File: src/rtl/id_fetch_sequencer.sv
// IF/ID controller: accepts a PC, fetches one instruction over a valid/ready imem port,
// decodes its ImmSel class and holds {pc, inst, imm_sel} for EX until accepted.
module id_fetch_sequencer #(
  parameter int unsigned ADDR_W  = 32,
  parameter int unsigned TIMEOUT = 255
) (
  input  logic              clk,
  input  logic              rst,
  input  logic              pc_valid,
  input  logic [ADDR_W-1:0] pc_in,
  output logic              pc_ready,
  output logic              imem_req_valid,
  output logic [ADDR_W-1:0] imem_req_addr,
  input  logic              imem_req_ready,
  input  logic              imem_rsp_valid,
  input  logic [31:0]       imem_rsp_data,
  input  logic              imem_rsp_err,
  input  logic              flush,
  output logic              id_valid,
  input  logic              id_ready,
  output logic [ADDR_W-1:0] id_pc,
  output logic [31:0]       id_inst,
  output logic [2:0]        id_imm_sel,
  output logic              id_illegal,
  output logic              id_fetch_err
);

  localparam logic [2:0]  IMM_I    = 3'd0;
  localparam logic [2:0]  IMM_S    = 3'd1;
  localparam logic [2:0]  IMM_B    = 3'd2;
  localparam logic [2:0]  IMM_U    = 3'd3;
  localparam logic [2:0]  IMM_J    = 3'd4;
  localparam logic [31:0] NOP      = 32'h0000_0013;
  localparam logic [7:0]  CNT_LAST = 8'(TIMEOUT - 1);

  typedef enum logic [1:0] {S_IDLE, S_REQ, S_WAIT, S_HOLD} state_e;

  state_e            state_q, state_d;
  logic [ADDR_W-1:0] pc_q, pc_d;
  logic [31:0]       inst_q, inst_d;
  logic [2:0]        imm_sel_q, imm_sel_d;
  logic              illegal_q, illegal_d;
  logic              ferr_q, ferr_d;
  logic [7:0]        cnt_q, cnt_d;
  logic              drain_q, drain_d;

  logic [2:0] dec_sel;
  logic       dec_ill;
  logic       timeout_hit;
  logic [7:0] cnt_inc;

  always_comb begin
    dec_sel = IMM_I;
    dec_ill = 1'b0;
    case (imem_rsp_data[6:0])
      7'b0110111, 7'b0010111: dec_sel = IMM_U;
      7'b1101111:             dec_sel = IMM_J;
      7'b1100011:             dec_sel = IMM_B;
      7'b0100011:             dec_sel = IMM_S;
      7'b1100111, 7'b0000011, 7'b0010011,
      7'b1110011, 7'b0110011: dec_sel = IMM_I;
      default:                dec_ill = 1'b1;
    endcase
  end

  assign timeout_hit = (cnt_q == CNT_LAST);
  assign cnt_inc     = (cnt_q == 8'hFF) ? cnt_q : cnt_q + 8'd1;

  always_comb begin
    state_d        = state_q;
    pc_d           = pc_q;
    inst_d         = inst_q;
    imm_sel_d      = imm_sel_q;
    illegal_d      = illegal_q;
    ferr_d         = ferr_q;
    cnt_d          = cnt_q;
    drain_d        = drain_q;
    pc_ready       = 1'b0;
    imem_req_valid = 1'b0;
    id_valid       = 1'b0;
    case (state_q)
      S_IDLE: begin
        pc_ready = !drain_q && !rst;
        // The drain window keeps running the response timer of the flushed fetch.
        if (drain_q) begin
          cnt_d = cnt_inc;
          if (imem_rsp_valid || timeout_hit) drain_d = 1'b0;
        end else if (pc_valid) begin
          pc_d    = pc_in;
          state_d = S_REQ;
        end
      end
      S_REQ: begin
        imem_req_valid = !flush;
        if (flush) begin
          state_d = S_IDLE;
        end else if (imem_req_ready) begin
          state_d = S_WAIT;
          cnt_d   = '0;
        end
      end
      S_WAIT: begin
        cnt_d = cnt_inc;
        if (flush) begin
          state_d = S_IDLE;
          // No drain needed if the response lands now or the fetch times out now.
          drain_d = !imem_rsp_valid && !timeout_hit;
        end else if (imem_rsp_valid) begin
          state_d   = S_HOLD;
          inst_d    = imem_rsp_err ? NOP : imem_rsp_data;
          imm_sel_d = imem_rsp_err ? IMM_I : dec_sel;
          illegal_d = !imem_rsp_err && dec_ill;
          ferr_d    = imem_rsp_err;
        end else if (timeout_hit) begin
          state_d   = S_HOLD;
          inst_d    = NOP;
          imm_sel_d = IMM_I;
          illegal_d = 1'b0;
          ferr_d    = 1'b1;
        end
      end
      S_HOLD: begin
        id_valid = 1'b1;
        if (flush || id_ready) state_d = S_IDLE;
      end
      default: state_d = S_IDLE;
    endcase
  end

  always_ff @(posedge clk or posedge rst) begin
    if (rst) begin
      state_q   <= S_IDLE;
      pc_q      <= '0;
      inst_q    <= '0;
      imm_sel_q <= IMM_I;
      illegal_q <= 1'b0;
      ferr_q    <= 1'b0;
      cnt_q     <= '0;
      drain_q   <= 1'b0;
    end else begin
      state_q   <= state_d;
      pc_q      <= pc_d;
      inst_q    <= inst_d;
      imm_sel_q <= imm_sel_d;
      illegal_q <= illegal_d;
      ferr_q    <= ferr_d;
      cnt_q     <= cnt_d;
      drain_q   <= drain_d;
    end
  end

  assign imem_req_addr = pc_q;
  assign id_pc         = pc_q;
  assign id_inst       = inst_q;
  assign id_imm_sel    = imm_sel_q;
  assign id_illegal    = illegal_q;
  assign id_fetch_err  = ferr_q;

endmodule

File: config.mk
export PLATFORM = sky130hd
export DESIGN_NAME = id_fetch_sequencer
export DESIGN_NICKNAME = d
export VERILOG_FILES = /design/src/rtl/id_fetch_sequencer.sv
export SDC_FILE = /design/constraint.sdc
export NUM_CORES = 1
export LEC_CHECK = 0
export ABC_AREA = 1
export BUFFER_PORTS_ARGS = -buffer_cell sky130_fd_sc_hd__buf_2
export CORE_ASPECT_RATIO = 2
export CORE_MARGIN = 2
export CORE_UTILIZATION = 40
export CTS_BUF_LIST = sky130_fd_sc_hd__clkbuf_16
export CTS_CLUSTER_SIZE = 24
export DETAILED_ROUTE_END_ITERATION = 16
export PLACE_DENSITY = 0.81
export SLEW_MARGIN = 40
export SYNTH_ARGS = -nofsm -noshare
export SYNTH_HDL_FRONTEND = slang
export SYNTH_SLANG_ARGS = --single-unit
File: constraint.sdc
create_clock -name clk -period 2.3 [get_ports clk]
set_clock_uncertainty 0.05 [all_clocks]
set_input_delay 0.115 -clock clk [delete_from_list [all_inputs] [get_ports clk]]
set_output_delay 0.115 -clock clk [all_outputs]
set_load 0.05 [all_outputs]
==> results of run 1 <==
final cells by class:
type	count	share of cell area
tap	132	0.0298
clock inverter	7	0.0129
inverter	31	0.0212
clock buffer	9	0.0406
sequential	80	0.361
timing repair buffer	238	0.273
multi-input combinational	247	0.261
sequential cells by signal, summed over array words and instances, names as in the netlist:
| signal | cells |
|---|---|
| drain_q | 1 |
| state_q | 2 |
| id_imm_sel | 3 |
| id_pc | 32 |
| id_inst | 32 |
| cnt_q | 8 |
| id_fetch_err | 1 |
| id_illegal | 1 |
final timing paths:
path	start	endpoint	slack (ns)	cells past startpoint
setup / recovery	state_q[0]$_DFFE_PP0P_	imem_req_valid	0.25	5
hold / removal	imem_rsp_data[2]	id_inst[2]$_DFFE_PP0P_	0.03	3
setup reg to reg	state_q[1]$_DFFE_PP0P_	id_inst[8]$_DFFE_PP0P_	0.40	5
hold reg to reg	id_inst[9]$_DFFE_PP0P_	id_inst[9]$_DFFE_PP0P_	0.42	2
max in group asynchronous	rst	drain_q$_DFFE_PP0P_	1.19	4
min in group asynchronous	rst	id_pc[22]$_DFFE_PP0P_	0.34	3
timing repair:
action,in CTS,in global routing
endpoints found under the hold margin,93,0
hold buffers,61,0
buffers inserted,0,0
layer usage:
metal  wire (um)  track usage  vias up
met2        5840        0.354      144
li1            -            -     1647
met5           0            0        -
met3         576       0.0397       28
met1        3880        0.209     1668
met4         376        0.100        0
synthesized netlist by cell type (all sizes together):
cell type | n | share of area
nor2 | 21 | 0.027
a21oi | 5 | 0.0092
nand2 | 144 | 0.14
nand3 | 22 | 0.033
o31ai | 1 | 0.0019
mux2 | 32 | 0.12
xor2 | 2 | 0.0045
a22oi | 2 | 0.0038
nand3b | 1 | 0.0019
o21bai | 1 | 0.0019
buf | 44 | 0.092
dfrtp | 80 | 0.51
nand4 | 3 | 0.0048
ha | 2 | 0.0064
o21ai | 8 | 0.010
nor3 | 3 | 0.0038
inv | 31 | 0.030
cells by family (layout without fill, tap and decap cells):
logic type / after synthesis / count (layout) / synth area share
multiplexers: 32 / 32 / 0.120
adder cells (fa/ha/maj): 2 / 2 / 0.00637
AO/OA/AOI/OAI: 17 / 17 / 0.0271
XOR/XNOR: 2 / 2 / 0.00446
flip-flops: 80 / 80 / 0.510
AND/OR/NAND/NOR: 194 / 194 / 0.210
buffers and inverters: 75 / 285 / 0.121
where the power goes:
group          leakage (uW)  switching [uW]  internal [uW]
Combinational       0.00195            3990           1390
Sequential          0.00100             434           1980
Clock              0.000145             574            841
critical path, stage by stage, from the launching register on:
cell and delay (ns):
sky130_fd_sc_hd__dfrtp_1 0.56, sky130_fd_sc_hd__inv_2 0.11, sky130_fd_sc_hd__nor2_1 0.27, sky130_fd_sc_hd__inv_1 0.23
sky130_fd_sc_hd__nor2_1 0.12, sky130_fd_sc_hd__buf_2 0.27
stage by stage:
stage,instances,power (uW)
after floorplan,402,7000
after global placement,667,7600
after detailed placement,667,7710
after CTS,744,9220
after global routing,744,9640
final,744,9210
==> reports/summary.log, run 1 <==
[layout] share of cells above drive strength 1 0.386
[floorplanning] Core Rows 51
[route] routed vias 3487
[sta] final setup vio count 0
[floorplanning] die boundary width 74.0 um
[floorplanning] standard cell core area 0.00964 mm2
[floorplanning] Die Y 144 um
[worst_setup_path] Worst Setup Start Kind flip-flop
[place] count of port buffers added during placement 175
[route] Iteration-0 DRC Markers 125
[place] placement-stage cell area 0.00463 mm2
[synth] synthesis warning total 0
[place] gpl congestion 0.792
[cts] TritonCTS clock tree built
[place] post-detailed-placement half-perimeter wirelength 7.18 mm
[layout] synth-to-layout area growth 41.2%
[sta] transition time of the tightest slew-check pin 0.643 ns
[synth] Post-Synthesis Cell Area 0.00393 mm2
[worst_setup_path] worst-path maximum fanout 8
[min_path] Hold Crit Class input port to flip-flop
[layout] final instance area 0.00554 mm2
[cts] cts bufs inserted 9
[layout] most frequent cells in the layout sky130_fd_sc_hd__buf_2 (175), sky130_fd_sc_hd__nand2_1 (142), sky130_fd_sc_hd__dfrtp_1 (80), sky130_fd_sc_hd__dlygate4sd3_1 (61), sky130_fd_sc_hd__mux2_4 (30)
[floorplanning] die area 0.0107 mm2
[pwr] leakage dissipation 0.00310 uW
[cts] Clock Path Buffers 2
[worst_setup_path] required time worst endpoint 2.13 ns
[pwr] Power Density 1660 mW/mm2
[sta] unrepaired setup endpoints after global routing no
[synth] portion of the post-synthesis area used by sequential elements 0.510
[sta] Final TNS setup 0 ns
[worst_setup_path] arrival time at the worst endpoint 1.88 ns
[route] post-detailed-route wirelength per cell 14.4 um
[route] mean number of vias per cell 4.69
[sta] max-slew headroom at the worst pin 0.571
[layout] multi-input combinational cell area 0.00145 mm2
[grt] vias in the first global route 3456
[synth] net count after synthesis 476
[cts] count of instances resized after the clock tree is built 0
[grt] leftover overflow at the end of global routing 0
[layout] leading cell type in the layout, fill and taps excluded sky130_fd_sc_hd__buf_2
[sta] worst hold slack 0.0284 ns
[run] max-capacitance violation count 0
[sta] maximum clock frequency 489 MHz
[synth] syn avg cell area 9.76 um2
[worst_setup_path] crit path kind flip-flop to output pin
[sta] final critical delay including setup and external delays 2.05 ns
[sta] max-slew violation count 0
[cts] root buffer cell sky130_fd_sc_hd__clkbuf_16
[synth] number of synthesized register bits 80
[route] routed wire length 10.7 mm
[sta] number of hold violations in the final report 0
[grt] global-route usage over all layers 0.196
[pwr] Peak supply drop 0.000747 V
[route] first-pass iteration count of the detailed router 4
[floorplanning] IO Pins 176
[sta] final worst-path setup slack 0.254 ns
[cts] clock-pin slew reported for the worst setup and hold paths after clock tree synthesis 0.06 ns
[layout] fillcell total 784
[cts] total number of clock tree sinks 80
[route] count of nets left with antenna violations after detail routing 0
[place] post-placement setup slack 0.427 ns
[cts] CTS H-Tree Depth 3
[layout] antenna diode instance count 0
[cts] worst-skew pair later-pin latency 0.33 ns
[layout] count of nets after finishing 681
[layout] final core occ 0.575
[synth] cells after synthesis 402
[grt] initial antenna violation count 0
[synth] number of distinct library cells after synthesis 28
[sta] final worst-path cycle share 0.890
[status] result of the run finished, final reports clean
[floorplanning] Initial Util 0.407
[route] total DRC errors in the routed layout 0
[layout] Storage cell area 0.00200 mm2
[grt] pin count of the biggest net entering global routing 48
[grt] wire length of the first global-routing pass 16.1 mm
[worst_setup_path] kind of capture point of the worst setup path output pin
Note: power is estimated with default switching activity, not from simulation.
==> run 2, diff against run 1 <==
--- a/config.mk
+++ b/config.mk
@@ -5,15 +5,14 @@
 export SDC_FILE = /design/constraint.sdc
 export NUM_CORES = 1
 export LEC_CHECK = 0
-export ABC_AREA = 1
 export BUFFER_PORTS_ARGS = -buffer_cell sky130_fd_sc_hd__buf_2
 export CORE_ASPECT_RATIO = 2
 export CORE_MARGIN = 2
-export CORE_UTILIZATION = 40
+export CORE_UTILIZATION = 42
 export CTS_BUF_LIST = sky130_fd_sc_hd__clkbuf_16
 export CTS_CLUSTER_SIZE = 24
 export DETAILED_ROUTE_END_ITERATION = 16
-export PLACE_DENSITY = 0.81
+export PLACE_DENSITY = 0.86
 export SLEW_MARGIN = 40
 export SYNTH_ARGS = -nofsm -noshare
 export SYNTH_HDL_FRONTEND = slang
==> run 2 against run 1 <==
Net effect: via count decreased by 14%; highest routed layer unchanged; area after synthesis decreased by 8.7%; sequential share of layout area increased by 2.0 points; fmax increased by 5.6%; worst hold slack got worse by 0.0012 ns; die area decreased by 13%; design area decreased by 5.3%; cell count decreased by 21%; routed wire length decreased by 11%.
==> reports/summary.log, run 2 <==
[sta] final critical delay including setup and external delays 1.94 ns [-0.108 ns]
[synth] dominant combinational cell family by area after synthesis compound AO/OA/AOI/OAI gates
[place] gpl congestion 0.870 [+9.8%]
[cts] root buffer cell sky130_fd_sc_hd__clkbuf_16
[sta] max-slew violation count 0 [unchanged]
[route] met2 WL 5.26 mm [-10%]
[worst_setup_path] worst-path maximum fanout 15 [+7]
[synth] Post-Synthesis Cell Area 0.00358 mm2 [-8.7%]
[synth] most numerous cell types in the synthesized netlist sky130_fd_sc_hd__dfrtp_1 (80), sky130_fd_sc_hd__buf_4 (33), sky130_fd_sc_hd__a22o_1 (29), sky130_fd_sc_hd__mux2_1 (29), sky130_fd_sc_hd__nand2_1 (9)
[sta] transition time of the tightest slew-check pin 0.706 ns [+0.0627 ns]
[layout] count of nets after finishing 557 [-18%]
[place] post-detailed-placement half-perimeter wirelength 6.18 mm [-14%]
[grt] wire length of the first global-routing pass 15.3 mm [-4.7%]
[cts] worst-skew pair later-pin latency 0.33 ns [about the same]
[sta] final worst-path cycle share 0.843 [-0.0470]
[grt] global-route usage over all layers 0.206 [+0.00929]
[sta] final setup vio count 0 [unchanged]
[cts] CTS H-Tree Depth 3 [unchanged]
[synth] net count after synthesis 347 [-27%]
[worst_setup_path] peak per-stage delay on the critical path 0.60 ns [+0.04 ns]
[route] Post-Route M1 WL 3.38 mm [-13%]
[worst_setup_path] kind of cell with the highest combined delay on the critical path simple AND/OR/NAND/NOR gates
[worst_setup_path] required time worst endpoint 2.50 ns [+0.37 ns]
[synth] Post-synth EDFFs 0 [unchanged]
[synth] portion of the post-synthesis area used by sequential elements 0.559 [+0.0486]
[worst_setup_path] arrival time at the worst endpoint 2.14 ns [+0.26 ns]
[synth] cell accounting for the most synthesized area sky130_fd_sc_hd__dfrtp_1
[synth] cells after synthesis 273 [-32%]
[route] routed wire length 9.49 mm [-11%]
[worst_setup_path] Crit-path slowest cell sky130_fd_sc_hd__dfrtp_1
[synth] xor/xnor share of the synthesized area 0.00489 [+0.000425]
[worst_setup_path] Worst Setup Start Kind flip-flop
[worst_setup_path] Buffers & Inverters on Critical Path 0 [-3]
[sta] maximum clock frequency 516 MHz [+5.6%]
[synth] Post-synth ARST share 1.00 [unchanged]
[floorplanning] die boundary width 69.3 um [-6.4%]
[layout] leading cell type in the layout, fill and taps excluded sky130_fd_sc_hd__buf_2
[sta] number of hold violations in the final report 0 [unchanged]
[worst_setup_path] crit path kind flip-flop to flip-flop
[floorplanning] standard cell core area 0.00829 mm2 [-14%]
[route] total DRC errors in the routed layout 0 [unchanged]
[synth] leading post-synthesis cells by cell area sky130_fd_sc_hd__dfrtp_1 (56%), sky130_fd_sc_hd__mux2_1 (9.1%), sky130_fd_sc_hd__a22o_1 (7.1%)
[floorplanning] die area 0.00933 mm2 [-13%]
[min_path] Hold Crit Class input port to flip-flop
[layout] most frequent cells in the layout sky130_fd_sc_hd__buf_2 (175), sky130_fd_sc_hd__dfrtp_1 (80), sky130_fd_sc_hd__dlygate4sd3_1 (63), sky130_fd_sc_hd__a22o_1 (29), sky130_fd_sc_hd__mux2_1 (29)
[layout] antenna diode instance count 0 [unchanged]
[grt] leftover overflow at the end of global routing 0 [unchanged]
[synth] share of Yosys cell area claimed by the top area cell type 0.559 [+0.0486]
[cts] clock-pin slew reported for the worst setup and hold paths after clock tree synthesis 0.06 ns [about the same]
[place] count of port buffers added during placement 175 [unchanged]
[synth] synthesis warning total 0 [unchanged]
[route] Iteration-0 DRC Markers 116 [-7.2%]
[synth] number of synthesized register bits 80 [unchanged]
[cts] total number of clock tree sinks 80 [unchanged]
[route] amount of wire on met3 after detailed routing 635 um [+10%]
[route] count of nets left with antenna violations after detail routing 0 [unchanged]
[cts] cts bufs inserted 9 [unchanged]
[sta] max-slew headroom at the worst pin 0.529 [-0.0424]
[layout] share of cells above drive strength 1 0.428 [+0.0427]
[synth] area fraction in compound gates after synthesis 0.136 [+0.109]
[synth] adder-cell share of the synthesized area 0.00698 [+0.000608]
[synth] flip-flop cell with the highest count after synthesis sky130_fd_sc_hd__dfrtp_1
[place] post-placement setup slack 0.400 ns [-0.0265 ns]
[floorplanning] Core Rows 47 [-7.8%]
[sta] final worst-path setup slack 0.362 ns [+0.108 ns]
[grt] pin count of the biggest net entering global routing 43 [-10%]
[run] max-capacitance violation count 0 [unchanged]
[sta] unrepaired setup endpoints after global routing no
[synth] Synth Area in Simple Gates 0.0824 [-0.128]
[route] highest routing layer actually used met4
[route] mean number of vias per cell 5.15 [+9.8%]
[cts] total setup buffers inserted after CTS 0 [unchanged]
[synth] number of distinct library cells after synthesis 52 [+86%]
[floorplanning] Die Y 135 um [-6.6%]
[synth] cell with the most instances after synthesis sky130_fd_sc_hd__dfrtp_1
[synth] syn avg cell area 13.1 um2 [+34%]
[status] result of the run finished, final reports clean
[worst_setup_path] ordered cell list for the critical path and4bb_1 -> o22ai_2 -> or3_1 -> a21oi_1
[layout] synth-to-layout area growth 46.5%
[floorplanning] IO Pins 176 [unchanged]
[route] post-detailed-route wirelength per cell 16.2 um [+13%]
[cts] TritonCTS clock tree built
[cts] Clock Path Buffers 2 [unchanged]
[synth] multiplexer share of the synthesized area 0.109 [-0.0116]
[route] routed vias 3016 [-14%]
[worst_setup_path] kind of capture point of the worst setup path flip-flop
[sta] Final TNS setup 0 ns [unchanged]
[floorplanning] Initial Util 0.432 [+0.0248]
[grt] initial antenna violation count 0 [unchanged]
[grt] vias in the first global route 3256 [-5.8%]
[route] first-pass iteration count of the detailed router 4 [unchanged]
run 2: changes by cell type in the layout (fill, tap and decap cells not counted), moves of 4 or more:
cell / previous run / this run
sky130_fd_sc_hd__nor2_1: 18 / 5
sky130_fd_sc_hd__mux2_1: 0 / 29
sky130_fd_sc_hd__nor2b_1: 0 / 5
sky130_fd_sc_hd__a22o_1: 0 / 29
sky130_fd_sc_hd__nand3_1: 20 / 3
sky130_fd_sc_hd__inv_1: 29 / 7
sky130_fd_sc_hd__nand2_1: 142 / 9
sky130_fd_sc_hd__o21ai_0: 8 / 4
sky130_fd_sc_hd__mux2_4: 30 / 0
run 2: worst reg2reg max path, cell delays in order (launching register included):
cell                       delay [ns]
sky130_fd_sc_hd__dfrtp_1         0.60
sky130_fd_sc_hd__and4bb_1        0.50
sky130_fd_sc_hd__o22ai_2         0.19
sky130_fd_sc_hd__or3_1           0.37
sky130_fd_sc_hd__a21oi_1         0.15
run 2: logic make-up (layout without fill, tap and decap cells):
family                   count (synthesis)  in the layout
flip-flops                              80             80
AO/OA/AOI/OAI                           57             57
buffers and inverters                   51            266
AND/OR/NAND/NOR                         46             46
multiplexers                            35             35
adder cells (fa/ha/maj)                  2              2
XOR/XNOR                                 2              2
run 2: layer usage:
metal	track usage	vias to the layer above
met1	0.209	1477
met4	0.0861	0
met5	0	-
li1	-	1378
met3	0.0627	19
met2	0.383	142
run 2: path summary, 6_finish.rpt:
path,startpoint,to,slack [ns],cells after the start
min in group asynchronous,rst,id_pc[16]$_DFFE_PP0P_,0.44,3
hold / removal,imem_rsp_data[4],id_inst[4]$_DFFE_PP0P_,0.03,3
max in group asynchronous,rst,id_inst[11]$_DFFE_PP0P_,1.13,4
setup reg to reg,state_q[0]$_DFFE_PP0P_,cnt_q[4]$_DFFE_PP0P_,0.36,4
setup / recovery,state_q[0]$_DFFE_PP0P_,cnt_q[4]$_DFFE_PP0P_,0.36,4
hold reg to reg,id_fetch_err$_DFFE_PP0P_,id_fetch_err$_DFFE_PP0P_,0.44,1
run 2: final cells by class:
| class | count | area, um2 |
|---|---|---|
| tap | 98 | 123 |
| multi-input combinational | 142 | 1230 |
| clock buffer | 9 | 225 |
| inverter | 6 | 23.8 |
| timing repair buffer | 244 | 1580 |
| sequential | 80 | 2000 |
| clock inverter | 7 | 65.1 |
| fill | 604 | 3040 |
run 2: repair_timing:
item | CTS | global route
hold endpoints to repair | 99 | 1
hold buffers | 62 | 1
gates resized for setup | 0 | 0
run 2: metrics by stage:
stage	hold slack (ns)	cells	cell area (um2)	util
final	0.0271	586	5250	0.633
after global routing	0.0234	586	5250	0.633
after CTS	0.00145	585	5240	0.632
after detailed placement	0.214	507	4330	0.522
after global placement	0.201	507	4330	0.522
after floorplan	0.131	273	3590	-
Power of run 2 is not shown: default switching activity piles up to over one toggle a cycle in this logic, so the estimate is an artifact.
==> run 3, diff against run 2 <==
--- a/config.mk
+++ b/config.mk
@@ -8,11 +8,11 @@
 export BUFFER_PORTS_ARGS = -buffer_cell sky130_fd_sc_hd__buf_2
 export CORE_ASPECT_RATIO = 2
 export CORE_MARGIN = 2
-export CORE_UTILIZATION = 42
+export CORE_UTILIZATION = 45
 export CTS_BUF_LIST = sky130_fd_sc_hd__clkbuf_16
 export CTS_CLUSTER_SIZE = 24
 export DETAILED_ROUTE_END_ITERATION = 16
-export PLACE_DENSITY = 0.86
+export PLACE_DENSITY = 0.88
 export SLEW_MARGIN = 40
 export SYNTH_ARGS = -nofsm -noshare
 export SYNTH_HDL_FRONTEND = slang
==> constraint.sdc (replaced) <==
create_clock -name clk -period 2 [get_ports clk]
set_clock_uncertainty 0.05 [all_clocks]
set_input_delay 0.1 -clock clk [delete_from_list [all_inputs] [get_ports clk]]
set_output_delay 0.1 -clock clk [all_outputs]
set_load 0.05 [all_outputs]
==> run 3 against run 2 <==
Net effect: worst setup slack worse by 0.23 ns; register-to-register slack worse by 0.14 ns; sequential cell count stayed put; worst hold slack worse by 0.0078 ns; design area is 1.0% higher; count of clock-buffer cells in the layout stayed put; routed wire length is 5.7% higher; critical endpoint unchanged; sequential share of layout area is 0.38 points lower.
==> reports/summary.log, run 3 (synthesized netlist as in run 2, its figures left out) <==
[route] routed wire length 10.0 mm [+5.7%]
[route] count of nets left with antenna violations after detail routing 0 [unchanged]
[layout] most frequent cells in the layout sky130_fd_sc_hd__buf_2 (175), sky130_fd_sc_hd__dfrtp_1 (80), sky130_fd_sc_hd__dlygate4sd3_1 (64), sky130_fd_sc_hd__a22o_1 (29), sky130_fd_sc_hd__mux2_1 (29)
[floorplanning] standard cell core area 0.00783 mm2 [-5.6%]
[layout] final instance area 0.00530 mm2 [+1.0%]
[grt] vias in the first global route 3041 [-6.6%]
[place] placement-stage cell area 0.00437 mm2 [+0.98%]
[floorplanning] die area 0.00874 mm2 [-6.4%]
[sta] final setup vio count 0 [unchanged]
[grt] leftover overflow at the end of global routing 0 [unchanged]
[layout] leading cell type in the layout, fill and taps excluded sky130_fd_sc_hd__buf_2
[worst_setup_path] peak per-stage delay on the critical path 0.52 ns [-0.08 ns]
[floorplanning] Core Rows 46 [-2.1%]
[sta] number of hold violations in the final report 0 [unchanged]
[cts] clock-pin slew reported for the worst setup and hold paths after clock tree synthesis 0.06 ns [about the same]
[cts] TritonCTS clock tree built
[cts] count of instances resized after the clock tree is built 0 [unchanged]
[cts] number of buffers added to fix hold violations after cts 64 [+3.2%]
[floorplanning] die boundary width 67.1 um [-3.2%]
[route] first-pass iteration count of the detailed router 4 [unchanged]
[worst_setup_path] Worst Setup Start Kind input port
[run] max-capacitance violation count 0 [unchanged]
[sta] transition time of the tightest slew-check pin 0.726 ns [+0.0208 ns]
[cts] Clock Path Buffers 2 [unchanged]
[layout] Storage cell area 0.00200 mm2 [unchanged]
[cts] total number of clock tree sinks 80 [unchanged]
[cts] cts bufs inserted 9 [unchanged]
[cts] total setup buffers inserted after CTS 0 [unchanged]
[worst_setup_path] required time worst endpoint 2.19 ns [-0.31 ns]
[status] result of the run finished, final reports clean
[worst_setup_path] worst-path maximum fanout 10 [-5]
[sta] max-slew headroom at the worst pin 0.515 [-0.0143]
[layout] antenna diode instance count 0 [unchanged]
[cts] CTS H-Tree Depth 3 [unchanged]
[min_path] Hold Crit Class input port to flip-flop
[route] total DRC errors in the routed layout 0 [unchanged]
[route] mean number of vias per cell 5.17 [+0.45%]
[worst_setup_path] kind of capture point of the worst setup path flip-flop
[grt] pin count of the biggest net entering global routing 38 [-12%]
[place] gpl congestion 0.865 [-0.61%]
[place] post-detailed-placement half-perimeter wirelength 6.05 mm [-2.2%]
[route] post-detailed-route wirelength per cell 17.0 um [+5.1%]
[sta] final critical delay including setup and external delays 1.87 ns
[sta] max-slew violation count 0 [unchanged]
[floorplanning] Initial Util 0.458 [+0.0256]
[floorplanning] Die Y 130 um [-3.3%]
[sta] final worst-path cycle share 0.934
[grt] wire length of the first global-routing pass 15.6 mm [+1.5%]
[cts] worst-skew pair later-pin latency 0.33 ns [about the same]
[layout] synth-to-layout area growth 47.9%
[layout] fillcell total 554 [-8.3%]
[layout] share of cells above drive strength 1 0.434 [+0.00580]
[layout] multi-input combinational cell area 0.00123 mm2 [unchanged]
[worst_setup_path] minimum setup slack among reg-to-reg paths 0.22 ns [-0.14 ns]
[worst_setup_path] ordered cell list for the critical path dlygate4sd3_1 -> buf_2 -> and4bb_1 -> o22ai_2 -> or3_1 -> a21oi_1
[worst_setup_path] Crit-path slowest cell sky130_fd_sc_hd__dlygate4sd3_1
[sta] Final TNS setup 0 ns [unchanged]
[worst_setup_path] crit path kind input port to flip-flop
[sta] maximum clock frequency 535 MHz
[layout] final core occ 0.677 [+0.0443]
[route] highest routing layer actually used met4
[grt] global-route usage over all layers 0.239 [+0.0334]
[cts] root buffer cell sky130_fd_sc_hd__clkbuf_16
[route] amount of wire on met3 after detailed routing 938 um [+48%]
[layout] count of nets after finishing 562 [+0.90%]
[worst_setup_path] arrival time at the worst endpoint 2.06 ns [-0.08 ns]
[sta] unrepaired setup endpoints after global routing no
[worst_setup_path] kind of cell with the highest combined delay on the critical path simple AND/OR/NAND/NOR gates
[floorplanning] IO Pins 176 [unchanged]
[route] met2 WL 5.11 mm [-2.8%]
[route] Iteration-0 DRC Markers 162 [+40%]
[grt] initial antenna violation count 0 [unchanged]
[route] routed vias 3045 [+0.96%]
[place] count of port buffers added during placement 175 [unchanged]
[route] Post-Route M1 WL 3.78 mm [+12%]
[worst_setup_path] Buffers & Inverters on Critical Path 2 [+2]
run 3: changes by cell type in the layout (fill, tap and decap cells not counted):
cell and delta:
sky130_fd_sc_hd__buf_12 +1, sky130_fd_sc_hd__buf_4 +3, sky130_fd_sc_hd__dlygate4sd3_1 +1, sky130_fd_sc_hd__clkinv_1 -1, sky130_fd_sc_hd__clkinv_4 -1, sky130_fd_sc_hd__clkinvlp_4 +2
run 3: cell type report:
class                      count  share of cell area
sequential                    80               0.378
clock inverter                 7              0.0123
clock buffer                   9              0.0425
timing repair buffer         249               0.307
tap                           96              0.0227
inverter                       6             0.00496
multi-input combinational    142               0.233
run 3: through the flow:
stage,std cells,hold WS (ns),worst slack [ns]
2_1_floorplan,273,0.116,0.105
3_3_place_gp,509,0.214,0.299
3_5_place_dp,509,0.221,0.241
4_1_cts,589,0.00380,0.151
5_1_grt,589,0.0160,0.00561
6_report,589,0.0193,0.132
run 3: path summary, 6_finish.rpt:
path                                   startpoint                      to  cells after the start
setup / recovery                            flush    cnt_q[4]$_DFFE_PP0P_                      6
hold / removal                   imem_rsp_data[2]  id_inst[2]$_DFFE_PP0P_                      2
setup reg to reg           state_q[0]$_DFFE_PP0P_    cnt_q[4]$_DFFE_PP0P_                      4
hold reg to reg            id_illegal$_DFFE_PP0P_  id_illegal$_DFFE_PP0P_                      1
max in group asynchronous                     rst  id_inst[3]$_DFFE_PP0P_                      4
min in group asynchronous                     rst   id_pc[11]$_DFFE_PP0P_                      3
run 3: per-layer routing:
metal / vias up / GRT usage
li1: 1394 / -
met1: 1453 / 0.281
met2: 182 / 0.411
met3: 16 / 0.0707
met4: 0 / 0.0768
met5: - / 0
Power of run 3 is left out for the same reason.
